**src/rtl/kbd_pkg.sv**
```systemverilog
// Shared PS/2 Set 2 keyboard definitions: decoder FSM states, protocol prefix bytes
// and the default make codes for the keys the character controller uses.
package kbd_pkg;

  typedef enum logic [1:0] {
    IDLE,
    EXT,
    BRK,
    EXT_BRK
  } kbd_state_t;

  localparam logic [7:0] PS2_PREFIX_EXT = 8'hE0;
  localparam logic [7:0] PS2_PREFIX_BRK = 8'hF0;
  localparam logic [7:0] PS2_BAT_OK     = 8'hAA;

  localparam logic [7:0] KBD_CODE_SPACE = 8'h29;
  localparam logic [7:0] KBD_CODE_LEFT  = 8'h6B;
  localparam logic [7:0] KBD_CODE_RIGHT = 8'h74;

endpackage

```
**src/rtl/ps2_key_decoder.sv**
```systemverilog
// Turns the PS/2 Set 2 byte stream into level-held Space/Left/Right flags, with a
// timeout that abandons a prefix (E0/F0) whose follow-up byte never arrives.
module ps2_key_decoder
  import kbd_pkg::*;
#(
  parameter logic [7:0] CODE_SPACE     = KBD_CODE_SPACE,
  parameter logic [7:0] CODE_LEFT      = KBD_CODE_LEFT,
  parameter logic [7:0] CODE_RIGHT     = KBD_CODE_RIGHT,
  parameter int         TIMEOUT_CYCLES = 2_000_000
) (
  input  logic       clk,
  input  logic       rst,
  input  logic [7:0] rx_data,
  input  logic       rx_valid,
  output logic       key_space,
  output logic       key_left,
  output logic       key_right,
  output logic       seq_error
);

  localparam int            CW      = $clog2(TIMEOUT_CYCLES + 1);
  localparam logic [CW-1:0] LP_LAST = CW'(TIMEOUT_CYCLES - 1);

  kbd_state_t    r_state;
  logic [CW-1:0] r_cnt;

  // NOTE: all state here is sequential, so every assignment is non-blocking (<=);
  // blocking assignments would make later reads see this cycle's new values.
  always_ff @(posedge clk or posedge rst) begin
    if (rst) begin
      r_state   <= IDLE;
      r_cnt     <= '0;
      key_space <= 1'b0;
      key_left  <= 1'b0;
      key_right <= 1'b0;
      seq_error <= 1'b0;
    end else begin
      seq_error <= 1'b0;
      if (rx_valid) begin
        // An accepted byte always wins over a timeout expiring in the same cycle.
        r_cnt <= '0;
        unique case (r_state)
          IDLE: begin
            if (rx_data == PS2_PREFIX_EXT)      r_state <= EXT;
            else if (rx_data == PS2_PREFIX_BRK) r_state <= BRK;
            else if (rx_data == CODE_SPACE)     key_space <= 1'b1;
          end
          EXT: begin
            if (rx_data == PS2_PREFIX_BRK) begin
              r_state <= EXT_BRK;
            end else if (rx_data == CODE_LEFT) begin
              key_left <= 1'b1;
              r_state  <= IDLE;
            end else if (rx_data == CODE_RIGHT) begin
              key_right <= 1'b1;
              r_state   <= IDLE;
            end else if (rx_data == PS2_PREFIX_EXT) begin
              r_state <= EXT;
            end else begin
              r_state <= IDLE;
            end
          end
          BRK: begin
            if (rx_data == CODE_SPACE) begin
              key_space <= 1'b0;
              r_state   <= IDLE;
            end else if (rx_data == PS2_PREFIX_EXT) begin
              r_state <= EXT;
            end else begin
              r_state <= IDLE;
            end
          end
          EXT_BRK: begin
            if (rx_data == CODE_LEFT)       key_left  <= 1'b0;
            else if (rx_data == CODE_RIGHT) key_right <= 1'b0;
            r_state <= IDLE;
          end
          default: r_state <= IDLE;
        endcase
      end else if (r_state != IDLE) begin
        if (r_cnt == LP_LAST) begin
          r_state   <= IDLE;
          r_cnt     <= '0;
          seq_error <= 1'b1;
        end else begin
          r_cnt <= r_cnt + CW'(1);
        end
      end
    end
  end

endmodule

```
**config.mk**
```make
export PLATFORM = sky130hd
export DESIGN_NAME = ps2_key_decoder
export DESIGN_NICKNAME = d
export VERILOG_FILES = /design/src/rtl/kbd_pkg.sv /design/src/rtl/ps2_key_decoder.sv
export SDC_FILE = /design/constraint.sdc
export NUM_CORES = 1
export LEC_CHECK = 0
export CELL_PAD_IN_SITES_DETAIL_PLACEMENT = 0
export CELL_PAD_IN_SITES_GLOBAL_PLACEMENT = 1
export CORE_MARGIN = 10
export CORE_UTILIZATION = 47
export DETAILED_ROUTE_END_ITERATION = 16
export PLACE_DENSITY = 0.81
export SLEW_MARGIN = 10
export SYNTH_ARGS = -nofsm -noshare
export SYNTH_HDL_FRONTEND = slang
export SYNTH_SLANG_ARGS = --single-unit
```
**constraint.sdc**
```tcl
create_clock -name clk -period 4.7 [get_ports clk]
set_input_delay 0.705 -clock clk [delete_from_list [all_inputs] [get_ports clk]]
set_output_delay 0.705 -clock clk [all_outputs]
set_load 0.01 [all_outputs]
```
==> flow_metrics.env <==
export IMPL_outcome="completed"
export IMPL_drt_total_wl_um=3290
export IMPL_routabilityCongestion=0.819
export IMPL_power_density_mw_per_mm2=211
export IMPL_cp_arrival_ps=2500
export IMPL_use_met2_pct=18.8
export IMPL_cpMaxStageDelayCell="clkdlybuf4s50_1"
export IMPL_syn_cell_area_mm2=0.00154
export IMPL_dp_final_hpwl_um=2440
export IMPL_syn_avg_cell_area_um2=9.44
export IMPL_area_growth_pct=12.4
export IMPL_cp_top_family="simple AND/OR/NAND/NOR gates"
export IMPL_crit_chain="clkdlybuf4s50_1 > or3_1 > nand3_1 > nor4_1 > xnor2_1 > nor2_1"
export IMPL_busiest_layer="met2"
export IMPL_slew_violations=0
export IMPL_finalCritPeriodShare_pct=48.6
export IMPL_hold_ws_ps=530
export IMPL_drtAntennaViolNets=0
export IMPL_cp_required_ps=4920
export IMPL_synth_top_cells_by_count="27 x dfrtp_1, 24 x nor2_1, 14 x nand2_1"
export IMPL_grt_pass1_vias=1221
export IMPL_synth_top_area_share_pct=43.9
export IMPL_htreeDepth=1
export IMPL_drtIter0Drc=118
export IMPL_synth_area_leaders="dfrtp_1 44%, nor2_1 5.9%, xnor2_1 5.1%"
export IMPL_design_area_mm2=0.00173
export IMPL_crit_buf_inv=1
export IMPL_io_pins=15
export IMPL_die_y_um=77.2
export IMPL_hold_viol=0
export IMPL_rows=20
export IMPL_antenna_found_initial=0
export IMPL_root_buffer="clkbuf_4"
export IMPL_cts_buffer_depth=2
export IMPL_setup_tns_ps=0
export IMPL_cts_setup_buffers=0
export IMPL_wl_per_cell_um=14.9
export IMPL_path_class="input pin to flop"
export IMPL_finClkSkew_ps=8.29
export IMPL_diodes=0
export IMPL_rsz0062_at_grt="no"
export IMPL_ys_seq_area_share_pct=43.9
export IMPL_fillers=309
export IMPL_cts_tree="yes"
export IMPL_dr_pass1_iters=5
export IMPL_numCtsBuffers=3
export IMPL_use_met3_pct=3.50
export IMPL_ys_types=47
export IMPL_numPortBuffers=14
export IMPL_initial_core_util_pct=49.6
export IMPL_finalPower_uw=365
export IMPL_core_area_mm2=0.00310
export IMPL_ys_warn_count=0
export IMPL_grt_max_degree=28
export IMPL_synth_seq_cells=27
export IMPL_grt_pass1_wl_um=5630
export IMPL_ys_flop_type="dfrtp_1"
export IMPL_postCtsHoldBufs=0
export IMPL_drive_above_1_share_pct=9.66
export IMPL_p_leak_uw=0.000673
export IMPL_yosys_area_top_type="dfrtp_1"
export IMPL_use_met1_pct=14.0
export IMPL_die_w_um=77.2
export IMPL_grt_overflow_total=0
export IMPL_setup_worst_path_start_class="input pin"
export IMPL_die_area_mm2=0.00596
export IMPL_utilization_pct=55.8
export IMPL_fmaxAchievable_ghz=0.437
export IMPL_vias_per_cell=5.59
export IMPL_grt_usage_pct=11.3
export IMPL_clkLatencyLatePin_ps=340
export IMPL_synth_cells=163
export IMPL_syn_nets=175
export IMPL_remaining_drc_errors=0
export IMPL_yosysMostFrequentCell="dfrtp_1"
export IMPL_maxSlewHeadroom_pct=30.2
export IMPL_tightest_slew_ps=1050
export IMPL_post_dp_cell_area_mm2=0.00170
export IMPL_synthArstFlopShare_pct=100
export IMPL_hold_class="flop to flop"
export IMPL_cpPeakStageDelay_ps=790
export IMPL_ir_worst_vdd_mv=0.204
export IMPL_worstSetupEndpointType="flop"
export IMPL_clk_pin_slew_ps=150
export IMPL_min_period_ps=2290
export IMPL_nets=189
export IMPL_synth_edff_count=0
export IMPL_final_setup_viol_count=0
export IMPL_vias=1230
export IMPL_crit_fanout=15
export IMPL_maxCapViolations=0
export IMPL_post_cts_resize_count=0
export IMPL_clock_sinks=27
-- cell families (layout without fill, tap and decap cells) --
kind of cell / count (synthesis) / count (layout) / share of synthesized area [%]
muxes: 2 / 2 / 1.38
DFF: 27 / 27 / 43.9
buffers and inverters: 8 / 21 / 2.93
xor gates and xnor gates: 15 / 15 / 8.54
and+or+nand+nor: 92 / 92 / 34.9
AOI/OAI and AO/OA: 18 / 18 / 7.56
adders and majority gates: 1 / 1 / 0.813
-- final cells by class --
type                            count  area (µm²)  area share [%]
Inverter                            3        11.3           0.651
Tap cell                           44        55.1            3.18
Multi-Input combinational cell    128         818            47.3
Sequential cell                    27         676            39.0
Clock inverter                      1        7.51           0.434
Timing Repair Buffer               14         140            8.10
Clock buffer                        3        22.5            1.30
-- placed cells by master (no fill, tap or decap), types with 3 or more instances in the layout --
cell,synthesis,final
dfrtp_1,27,27
nand2_1,14,14
nor3_1,8,8
o21ai_0,5,5
xnor2_1,9,9
nor2_1,24,24
nor4_1,3,3
inv_1,3,3
and3_1,3,3
xor2_1,6,6
clkbuf_4,0,3
nand3_1,10,10
or3_1,4,4
nand4_1,4,4
clkdlybuf4s50_1,0,14
a21oi_1,5,5
-- through the flow --
step / setup WS (ps) / std cells
3_3_place_gp: 2120 / 216
3_5_place_dp: 2050 / 216
2_1_floorplan: 2870 / 163
5_1_grt: 2260 / 220
6_report: 2410 / 220
4_1_cts: 2420 / 220
-- final timing paths --
kind	start	to	slack [ps]	cells past startpoint
min in group asynchronous	rst	key_left$_DFFE_PP0P_	900	2
max	rx_valid	r_cnt[19]$_DFFE_PP0P_	2410	6
min reg2reg	key_left$_DFFE_PP0P_	key_left$_DFFE_PP0P_	530	2
max in group asynchronous	rst	r_cnt[8]$_DFFE_PP0P_	3170	2
max reg2reg	r_cnt[11]$_DFFE_PP0P_	r_cnt[9]$_DFFE_PP0P_	2510	5
min	key_left$_DFFE_PP0P_	key_left$_DFFE_PP0P_	530	2
-- registers in the layout, indices dropped and copies added (netlist names) --
signal,count
key_space,1
seq_error,1
r_state,2
key_right,1
key_left,1
r_cnt,21
-- where the power goes --
part | internal (µW) | total, µW | switching (µW)
combinational | 11.1 | 25.1 | 14.0
clock | 32.7 | 105 | 72.7
sequential | 233 | 234 | 1.11
-- metal layers --
layer,vias to the layer above,routed length [µm]
li1,606,-
met1,595,1590
met2,25,1510
met3,4,163
met4,0,19
met5,-,0
-- tightest hold or removal path: cells and delay by family (launching register included) --
kind	cells	cell delay, ps
flops	1	370
compound gates	2	140
(Power assumes the default switching activity.)
